[config.mk]
export PLATFORM = sky130hd
export DESIGN_NAME = mips_multicycle_ctrl
export DESIGN_NICKNAME = d
export VERILOG_FILES = /design/src/rtl/mips_multicycle_ctrl.sv
export SDC_FILE = /design/constraint.sdc
export NUM_CORES = 1
export LEC_CHECK = 0
export CORE_MARGIN = 4
export CORE_UTILIZATION = 30
export CTS_BUF_LIST = sky130_fd_sc_hd__clkbuf_16
export DETAILED_ROUTE_END_ITERATION = 10
export PLACE_DENSITY_LB_ADDON = 0.12
export SETUP_SLACK_MARGIN = 0.02
export SYNTH_ARGS = -nofsm -noshare
export SYNTH_HDL_FRONTEND = slang
export SYNTH_SLANG_ARGS = --single-unit
export TNS_END_PERCENT = 100
[constraint.sdc]
create_clock -name clk -period 2.7 [get_ports clk]
set_clock_uncertainty 0.05 [all_clocks]
set_input_delay 0.54 -clock clk [delete_from_list [all_inputs] [get_ports clk]]
set_output_delay 0.54 -clock clk [all_outputs]
set_load 0.02 [all_outputs]
[src/rtl/mips_multicycle_ctrl.sv]
// Main-control FSM for the multi-cycle MIPS datapath: sequences fetch/decode/execute/
// memory/write-back over one shared ALU and one unified memory port.
module mips_multicycle_ctrl #(
   parameter int COUNT_W = 32
) (
   input  logic               clk,
   input  logic               rst,
   input  logic [5:0]         opcode,
   input  logic [5:0]         funct,
   input  logic               zero,
   input  logic               mem_ready,
   output logic               mem_req,
   output logic               mem_we,
   output logic               iord,
   output logic               ir_we,
   output logic               mdr_we,
   output logic               pc_we,
   output logic [1:0]         pc_src,
   output logic               alu_src_a,
   output logic [1:0]         alu_src_b,
   output logic [1:0]         alu_op,
   output logic               reg_we,
   output logic               reg_dst,
   output logic               mem_to_reg,
   output logic               illegal,
   output logic [COUNT_W-1:0] retired
);

   localparam logic [5:0] OP_RTYPE = 6'b000000;
   localparam logic [5:0] OP_LW    = 6'b100011;
   localparam logic [5:0] OP_SW    = 6'b101011;
   localparam logic [5:0] OP_ADDI  = 6'b001000;
   localparam logic [5:0] OP_BEQ   = 6'b000100;
   localparam logic [5:0] OP_J     = 6'b000010;

   typedef enum logic [3:0] {
      S_FETCH,
      S_DECODE,
      S_MEMADR,
      S_MEMRD,
      S_MEMWB,
      S_MEMWR,
      S_RTEXEC,
      S_RTWB,
      S_ADDIEXEC,
      S_ADDIWB,
      S_BRANCH,
      S_JUMP,
      S_TRAP
   } state_t;

   // Registered Moore controls; the *_st flags mark states whose enables are
   // qualified by mem_ready or zero at the output.
   typedef struct packed {
      logic       mem_req;
      logic       mem_we;
      logic       iord;
      logic       fetch_st;
      logic       memrd_st;
      logic       branch_st;
      logic       jump_st;
      logic [1:0] pc_src;
      logic       alu_src_a;
      logic [1:0] alu_src_b;
      logic [1:0] alu_op;
      logic       reg_we;
      logic       reg_dst;
      logic       mem_to_reg;
   } ctl_t;

   state_t             state;
   state_t             state_nxt;
   ctl_t               ctl_q;
   logic               retire;
   logic               illegal_q;
   logic [COUNT_W-1:0] retired_q;

   // funct feeds the ALU decoder directly; it plays no part in sequencing.
   logic unused_funct;
   assign unused_funct = ^funct;

   function automatic ctl_t state_ctl(input state_t s);
      ctl_t c;
      c = '0;
      case (s)
         S_FETCH: begin
            c.mem_req   = 1'b1;
            c.fetch_st  = 1'b1;
            c.alu_src_b = 2'b01;
         end
         S_DECODE: begin
            c.alu_src_b = 2'b11;
         end
         S_MEMADR, S_ADDIEXEC: begin
            c.alu_src_a = 1'b1;
            c.alu_src_b = 2'b10;
         end
         S_MEMRD: begin
            c.mem_req  = 1'b1;
            c.iord     = 1'b1;
            c.memrd_st = 1'b1;
         end
         S_MEMWB: begin
            c.reg_we     = 1'b1;
            c.mem_to_reg = 1'b1;
         end
         S_MEMWR: begin
            c.mem_req = 1'b1;
            c.mem_we  = 1'b1;
            c.iord    = 1'b1;
         end
         S_RTEXEC: begin
            c.alu_src_a = 1'b1;
            c.alu_op    = 2'b10;
         end
         S_RTWB: begin
            c.reg_we  = 1'b1;
            c.reg_dst = 1'b1;
         end
         S_ADDIWB: begin
            c.reg_we = 1'b1;
         end
         S_BRANCH: begin
            c.alu_src_a = 1'b1;
            c.alu_op    = 2'b01;
            c.pc_src    = 2'b01;
            c.branch_st = 1'b1;
         end
         S_JUMP: begin
            c.pc_src  = 2'b10;
            c.jump_st = 1'b1;
         end
         default: c = '0;
      endcase
      return c;
   endfunction

   always_comb begin
      // NOTE: defaults first so every path assigns every variable; no latches.
      state_nxt = state;
      retire    = 1'b0;
      case (state)
         S_FETCH:  if (mem_ready) state_nxt = S_DECODE;
         S_DECODE: begin
            case (opcode)
               OP_RTYPE:     state_nxt = S_RTEXEC;
               OP_LW, OP_SW: state_nxt = S_MEMADR;
               OP_ADDI:      state_nxt = S_ADDIEXEC;
               OP_BEQ:       state_nxt = S_BRANCH;
               OP_J:         state_nxt = S_JUMP;
               default:      state_nxt = S_TRAP;
            endcase
         end
         S_MEMADR: state_nxt = (opcode == OP_LW) ? S_MEMRD : S_MEMWR;
         S_MEMRD:  if (mem_ready) state_nxt = S_MEMWB;
         S_MEMWR: begin
            if (mem_ready) begin
               state_nxt = S_FETCH;
               retire    = 1'b1;
            end
         end
         S_RTEXEC:   state_nxt = S_RTWB;
         S_ADDIEXEC: state_nxt = S_ADDIWB;
         S_MEMWB, S_RTWB, S_ADDIWB, S_BRANCH, S_JUMP: begin
            state_nxt = S_FETCH;
            retire    = 1'b1;
         end
         S_TRAP:  state_nxt = S_TRAP;
         default: state_nxt = S_FETCH;
      endcase
   end

   // Outputs are registered from the next state, so they are valid from the
   // first cycle of each state, including FETCH straight out of reset.
   always_ff @(posedge clk) begin
      // NOTE: non-blocking assignments for all sequential state.
      if (rst) begin
         state     <= S_FETCH;
         ctl_q     <= state_ctl(S_FETCH);
         retired_q <= '0;
         illegal_q <= 1'b0;
      end else begin
         state <= state_nxt;
         ctl_q <= state_ctl(state_nxt);
         if (retire) retired_q <= retired_q + COUNT_W'(1);
         if (state_nxt == S_TRAP) illegal_q <= 1'b1;
      end
   end

   // rst gates every control combinationally so an in-flight access drops at once.
   logic run;
   assign run = ~rst;

   assign mem_req    = ctl_q.mem_req    & run;
   assign mem_we     = ctl_q.mem_we     & run;
   assign iord       = ctl_q.iord       & run;
   assign ir_we      = ctl_q.fetch_st   & mem_ready & run;
   assign mdr_we     = ctl_q.memrd_st   & mem_ready & run;
   assign pc_we      = ((ctl_q.fetch_st & mem_ready) | (ctl_q.branch_st & zero) | ctl_q.jump_st) & run;
   assign pc_src     = ctl_q.pc_src     & {2{run}};
   assign alu_src_a  = ctl_q.alu_src_a  & run;
   assign alu_src_b  = ctl_q.alu_src_b  & {2{run}};
   assign alu_op     = ctl_q.alu_op     & {2{run}};
   assign reg_we     = ctl_q.reg_we     & run;
   assign reg_dst    = ctl_q.reg_dst    & run;
   assign mem_to_reg = ctl_q.mem_to_reg & run;
   assign illegal    = illegal_q;
   assign retired    = retired_q;

   a_we_needs_req: assert property (@(posedge clk) mem_we |-> mem_req);
   a_no_dual_write: assert property (@(posedge clk) !(reg_we && mem_we));

endmodule

Yosys cells after proc, flatten, opt, wreduce, memory -nomap -nowiden
Cells that the tools add are included.

Register bits after elaboration: 54. Bits of input ports: 16. Output and inout bits: 49. Logic and storage cells: 98.

Add/subtract/negate cells: 1. Eq/ne operators: 29. Multiplexer cells: 22. Bitwise gates (word level): 19. Reduce and logical (&&, ||, !) cells: 10.

Operator list (count): 4-bit == test (second input constant) (10); 32-bit by 1-bit adder with 32-bit output (second input constant) (1); 4-bit by 3-bit == test with 1-bit output (second input constant) (8); 4-bit case mux with 8 select lines (1); 4-bit case mux with 5 select lines (1); 4-bit by 2-bit == test with 1-bit output (second input constant) (4); 1-bit bitwise AND (13); 6-bit == test (second input constant) (2); 1-bit two-way mux (12); 4-bit two-way mux (3); 4-bit by 1-bit == test with 1-bit output (second input constant) (2); 4-bit logical NOT (2); 2-bit case mux with 2 select lines (2); 2-bit bitwise AND (3); 6-bit by 2-bit == test with 1-bit output (second input constant) (1); 6-bit by 3-bit == test with 1-bit output (second input constant) (1); 6-bit by 4-bit == test with 1-bit output (second input constant) (1); 6-bit logical NOT (1); 2-bit case mux with 3 select lines (1); 2-bit OR reduction (3); 3-bit OR reduction (2); 5-bit OR reduction (1); 4-bit OR reduction (1); 3-bit two-way mux (1); other kinds (3) (4).

Depth between registers and ports, before layout
Depth after elaboration: 7. Gate-level depth with buffers: 8. Mapped depth without buffers: 6.

Worst setup path before layout
No wires, ideal clock.

Path kind: register -> register. From: register retired_q[2] (netlist: retired[2]). To: register retired_q[23] (netlist: retired[23]). Library setup time: 71 ps. Data arrival time: 2090 ps. Required time: 2579 ps. Setup slack: 490 ps. Stages on the path, launching flop included: 7. Path buffers: 1. Clock period less this slack: 2210 ps. Cell sequence: dfxtp_1 and4_4 nand4_4 or4_4 buf_6 or3_1 a21oi_1.

Cells in the longest elaborated chain, start to end: 1.

Ends and longest elaborated chain: from (decl) (line 76) `logic [COUNT_W-1:0] retired_q;`; from (signal assigned) (line 185) `if (retire) retired_q <= retired_q + COUNT_W'(1);`; 32-bit by 1-bit adder with 32-bit output (line 185).

Every way passes these cells. A chain may end at the register's enable or synchronous reset.

Worst setup path after layout
From: input port mem_ready. To: output port pc_we.

Cells in the longest elaborated chain, start to end: 4.

Ends and longest elaborated chain: from (decl) (line 11) `input logic mem_ready,`; 1-bit bitwise AND (line 199) `assign pc_we = ((ctl_q.fetch_st & mem_ready) | (ctl_q.branch_st & zero) | ctl_q.jump_st) & run;`; 1-bit bitwise OR (2 in series) (line 199); 1-bit bitwise AND (line 199); to (decl) (line 17) `output logic pc_we,`.

Every way passes these cells.

==> results.yml <==
drt:
  routed-via-count: 2243
  detailedRoute.firstPassIterationCount: 4
  ant_nets: 0
  drcViolationCount: 0
  routed_wirelength_um: 6050
  detailed_route_iter0_violations: 51
  route.detailed.vias_per_inst: 4.68
  wl_per_cell_um: 12.6
clock_network:
  clock_tree.buffer_depth: 2
  cts.hold.buffers_added: 0
  cts-htree-levels: 2
  cts.clk_slew.worst_paths_ns: 0.07
  worst_skew_pair.late_latency_ns: 0.29
  cts_tree: "built"
  cts.repair_timing.setup_buffer_count: 0
  postCtsResizedCells: 0
  clockRootBuffer: "clkbuf_16"
  clock-sinks: 52
  cts_buffers: 5
synth:
  synth_compound_area_frac: 0.102
  synth_nets: 316
  number_of_distinct_library_cells_after_synthesis: 51
  synth.yosys.seq_area_share: 0.414
  yosys_warnings: 0
  synthFlopType: "dfxtp_1"
  simple_gate_area_share_of_the_yosys_netlist: 0.318
  post_synth_instance_area_um2: 2510
  yosysTopAreaCellShare: 0.414
  synth_area_in_adders: 0.00498
  synth-edff-count: 0
  ys_top_cells_by_area: "dfxtp_1 41%, xnor2_1 9.1%, nor2_1 6.4%"
  synthMostInstantiatedCell: "dfxtp_1"
  synth.ff_latch_count: 52
  avg_synthesized_cell_area_um2: 8.41
  synth_largest_area_cell: "dfxtp_1"
  synth_top_family_by_area: "simple AND/OR/NAND/NOR gates"
  synthesis.instances: 299
  synth_top_cells_by_count: "52 x dfxtp_1, 43 x nor2_1, 26 x xnor2_1"
  synth.area.mux_share: 0
  synthXorXnorAreaFrac: 0.111
  async_reset_ff_frac: 0
floorplanning:
  boundaryPins: 65
  start_util: 0.307
  placement_rows: 33
  die_w_um: 99.5
  fp.coreArea_um2: 8180
  floorplan.die.height_um: 99.5
  fp.dieArea_um2: 9910
sta:
  min_period_ns: 2.59
  pins_over_slew_limit: 0
  fin_ws_ns: 0.114
  rsz0062_at_grt: "no"
  layout_worst_path_cycle_share: 0.958
  highest_clock_frequency_the_design_can_meet_ghz: 0.387
  worst_slew_pin_slew_ns: 0.701
  headroom_to_the_max_slew_limit: 0.526
  hold_viol: 0
  finalSetupViolCount: 0
  tns_ns: 0
power:
  total_switching_power_mw: 0.460
  powerDensity_nw_per_um2: 498
  p_int_mw: 1.28
  clockPowerShare: 0.356
  comb_power_share: 0.175
  irDropWorstVdd_v: 0.000233
  power.leakage_nw: 1.18
  post-layout-total-power_mw: 1.74
  power_frac_seq: 0.470
  power.share.switching: 0.264
status:
  outcome: "finished clean"
setup_path:
  cp-start-kind: "input pin"
  worst_path_largest_cell_delay_ns: 0.61
  path_cells: "clkdlybuf4s50_1 -> and3_1 -> o21bai_1 -> clkdlybuf4s50_1"
  cp_max_fo: 4
  timing.critical_path.arrival_ns: 2.00
  timing.critical_path.to_type: "output port"
  critical-path-slowest-cell: "clkdlybuf4s50_1"
  cp_top_family: "buffers and inverters"
  required_ns: 2.11
  worst_setup_path_class: "input pin to output port"
  worst-path-buf-inv: 2
  crit_path_frequent_cell: "clkdlybuf4s50_1"
job:
  cap_viol_max_count: 0
grt:
  grt_overflow_total: 0
  grt_max_degree: 28
  grt.met2_usage: 0.192
  top_usage_layer: "met2"
  global_route_total_usage_across_every_layer: 0.125
  grt_pass1_wl_um: 10400
  first_global_vias: 2207
  globalRouteMet1Util: 0.178
  antenna_found_initial: 0
  globalRouteMet3Util: 0.0252
cells_and_area:
  syn2layout_area_growth_pct: 38.9
  diodes: 0
  final_cells: 479
  post_route_cells_drive_above_1_share: 0.134
  layout.filler_cells: 838
  fin_nets: 390
placement:
  routabilityCongestion: 0.821
  buffer_ports.inserted: 58
  placed_cells_incl_taps: 471
  dp.final_hpwl_um: 4470
  dp_slack_ns: -0.0640
worst_hold_path:
  hold_class: "flip-flop to flip-flop"
[metal layers]
layer / wire [µm] / up-vias
met1: 3120 / 1032
li1: - / 1172
met2: 2660 / 34
met3: 214 / 5
met5: 0 / -
met4: 57 / 0
[cell families after synthesis]
logic type / Yosys count
xor gates and xnor gates: 32
DFF: 52
buffers and inverters: 29
AOI/OAI and AO/OA: 40
adders and majority gates: 1
and+or+nand+nor: 145
[state kept, by name, indices dropped and copies added (netlist names)]
name,count
state,4
ctl_q,15
illegal,1
retired,32
[area by class of cell]
type                    count  area [µm²]  area share
flip-flops and latches     52        1040       0.298
clock buffers               5         125      0.0358
repair buffers             83         776       0.222
well taps                 105         131      0.0376
inverters                  13        48.8      0.0140
clock inverters             3        18.8     0.00537
multi-input cells         218        1350       0.387
[worst paths after layout]
path / startpoint / end / slack, ns / cells past startpoint
worst min register to register: illegal / illegal / 0.44 / 2
worst max-delay path: mem_ready / pc_we / 0.11 / 4
worst max register to register: state[0] / ctl_q[16] / 0.41 / 6
worst min-delay path: illegal / illegal / 0.44 / 2
[cell usage in the layout (no fill, tap or decap), types with 2 or more instances in the layout]
master	instances
nor2_1	43
nand4b_1	2
clkinv_2	2
buf_4	24
nor3_2	7
nor3b_1	3
clkbuf_16	5
and4_1	3
o21ai_0	10
xor2_1	6
o21ai_1	2
a21oi_2	2
a32oi_1	2
inv_1	13
nor3_1	15
or3_1	5
a21oi_1	10
dfxtp_1	52
nand2_1	19
nand3_1	12
nand4_1	4
xnor2_1	26
and2_1	2
nor4_1	5
o221ai_1	2
clkdlybuf4s50_1	57
and3_1	3
a21o_1	2
nor2b_1	13
[through the flow]
step / util / cell area, µm² / hold WS, ns
global route: 0.427 / 3490 / 0.461
detailed placement: 0.409 / 3340 / 0.418
CTS: 0.427 / 3490 / 0.448
global placement: 0.409 / 3340 / 0.426
finish: 0.427 / 3490 / 0.440
floorplan: - / 2510 / 0.516
[worst register-to-register path, cell delays in order (launching register included)]
cell	delay, ns
dfxtp_1	0.47
nor4b_1	0.62
a31oi_1	0.17
o22a_1	0.32
buf_4	0.18
xnor2_1	0.17
o221ai_1	0.17
[power by group through the flow]
| stage | Sequential, mW | Combinational, mW | Clock, mW |
|---|---|---|---|
| 6_report | 0.817 | 0.304 | 0.619 |
| 2_1_floorplan | 0.830 | 0.179 | 0 |
| 4_1_cts | 0.818 | 0.304 | 0.643 |
| 3_5_place_dp | 0.835 | 0.302 | 0 |
| 5_1_grt | 0.822 | 0.335 | 0.668 |
| 3_3_place_gp | 0.835 | 0.302 | 0 |
No activity file was read; power rests on OpenSTA's default activity.
==> patch (same flow settings) <==
Change the parameter `COUNT_W` from 32 to 64.
--- a/src/rtl/mips_multicycle_ctrl.sv
+++ b/src/rtl/mips_multicycle_ctrl.sv
@@ -1,7 +1,7 @@
 // Main-control FSM for the multi-cycle MIPS datapath: sequences fetch/decode/execute/
 // memory/write-back over one shared ALU and one unified memory port.
 module mips_multicycle_ctrl #(
-   parameter int COUNT_W = 32
+   parameter int COUNT_W = 64
 ) (
    input  logic               clk,
    input  logic               rst,
Ports: changed (resized retired); port bits go from 65 to 97. The function was not compared with the original's and may differ.
==> patch against the original RTL <==
Setup slack gained 0.012 ns. Die area grew 64%. Global-route usage grew 3.0 points. Register-to-register slack lost 0.19 ns. Cell area grew 71%. Total power grew 91%. Fmax grew 0.48%. Area after synthesis grew 70%. Combinational power grew 130%. Sequential cell count grew 32. Wire length grew 100%. Critical path type is now in2reg. Critical endpoint is now retired[47]. Largest cell class unchanged.
==> patch: results (changes against the original RTL) <==
[placed_design]
dpl_cell_area_um2=5660  ; +69%
dp_slack_ns=-0.211  ; -0.147 ns
numPortBuffers=90  ; +55%
hpwl_mm=9.18  ; +110%
finalWeightedCongestion=0.827  ; +0.65%
placed_cells=800  ; +70%

[cells_and_area]
antennaDiodeCount=0  ; unchanged
drive_above_1_share=0.131  ; -0.00298
largest_reg_flops=64  ; +100%
stdcell_count=815  ; +70%
nNetsFinal=648  ; +66%
fillers=1442  ; +72%

[pwr]
p_leak_nw=2.17  ; +83%
ir_worst_vdd_mv=0.375  ; +61%

[synthesis]
netlist_top_cells_count=84 x dfxtp_1, 65 x nor2_1, 31 x nand2_1, 23 x clkbuf_1, 23 x nand3_1
postSynthAreaPerCell_um2=8.38  ; -0.27%
async_flop_share=0  ; unchanged
synth_cell_types=63  ; +24%
syn-num-nets=528  ; +67%
synth_top_cells_by_area=dfxtp_1 39%, nor2_1 5.7%, xnor2_1 4.1%
synth.yosys.seq_area_share=0.393  ; -0.0216
yosysWarnings=0  ; unchanged

[detailed_routing]
dr_total_vias=4095  ; +83%
drt_iter0_drc=196  ; +280%
dr.pass1.iters=4  ; unchanged
wl_per_cell_um=15.2  ; +20%

[clocking]
clockBufferDepth=2  ; unchanged
cts.htree.levels=3  ; +1
cts-buffers-inserted=9  ; +4
ctsHoldBuffers=0  ; unchanged
cts.reportedPaths.clkPinSlew_ns=0.06
cts-root-buf=clkbuf_16
clkLatencyLatePin_ns=0.34  ; +0.05 ns
post-cts-setup-buffer-count=0  ; unchanged

[grt]
grt_antenna_before_repair=0  ; unchanged
grt_first_pass_wirelength_mm=20.5  ; +98%
grtUsageTotal=0.156  ; +0.0302
grt_pass1_vias=3954  ; +79%
grt_start_max_net_pins=58  ; +110%

[outcome]
status=finished, final reports clean

[die]
coreArea_um2=13900  ; +70%

[timing]
worstMarginPinSlew_ns=0.587  ; -0.113 ns
setup_ws_ns=0.127  ; +0.0124 ns

[worst_setup_path]
cpPeakStageDelay_ns=0.56  ; -0.05 ns
cp_top_family=simple AND/OR/NAND/NOR gates
slowest_stage=or4_1
r2r_slack_ns=0.22  ; -0.19 ns
crit_arrival_ns=2.79  ; +0.79 ns
cp_max_fo=4  ; unchanged

[hold_path]
hold_class=reg2reg

patch: final timing paths:
kind             start     endpoint  cells after the start
max          mem_ready  retired[47]                      7
min            illegal      illegal                      2
max reg2reg   state[1]  retired[47]                      6
min reg2reg    illegal      illegal                      2
patch: report_power, final:
group | leakage, nW | switching [W] | internal [W]
clock network | 0.152 | 0.000489 | 0.000798
logic | 1.33 | 0.000356 | 0.000336
registers | 0.678 | 0.0000434 | 0.00130
patch: cell families after synthesis:
group | synth area share
simple gates | 0.362
flops | 0.393
compound gates | 0.111
xor+xnor | 0.0797
buf+inv | 0.0362
mux | 0.0158
fa+ha+maj | 0.00292
patch: metal layers:
metal | routed length [µm] | track usage | vias up | share of wire
met4 | 201 | 0.0448 | 0 | 0.016
met1 | 5590 | 0.193 | 1905 | 0.45
met2 | 5910 | 0.257 | 86 | 0.48
li1 | - | - | 2086 | -
met5 | 0 | 0 | - | 0
met3 | 706 | 0.0523 | 18 | 0.057
patch: layout make-up:
class | count | share of cell area
timing repair buffer | 139 | 0.214
tap | 180 | 0.0377
sequential | 84 | 0.282
clock buffer | 9 | 0.0377
clock inverter | 6 | 0.0136
inverter | 7 | 0.00440
multi-input combinational | 390 | 0.411
patch: what timing repair did:
action | 4_1_cts | 5_1_grt
endpoints found under the setup margin | 3 | 3
hold endpoints to repair | 0 | 0
resized for setup | 3 | 2
patch: tightest hold or removal path, delay by kind of cell (launching register included):
kind	cells	cell delay, ns
AO/OA/AOI/OAI	1	0.04
AND/OR/NAND/NOR	1	0.08
flip-flops	1	0.33
patch: per-stage QoR:
stage               TNS (ns)  utilization  hold WS, ns
floorplan                  0            -        0.504
global placement       -2.08        0.406        0.415
detailed placement     -2.89        0.406        0.424
CTS                        0        0.428        0.443
global route               0        0.429        0.470
finish                     0        0.429        0.441
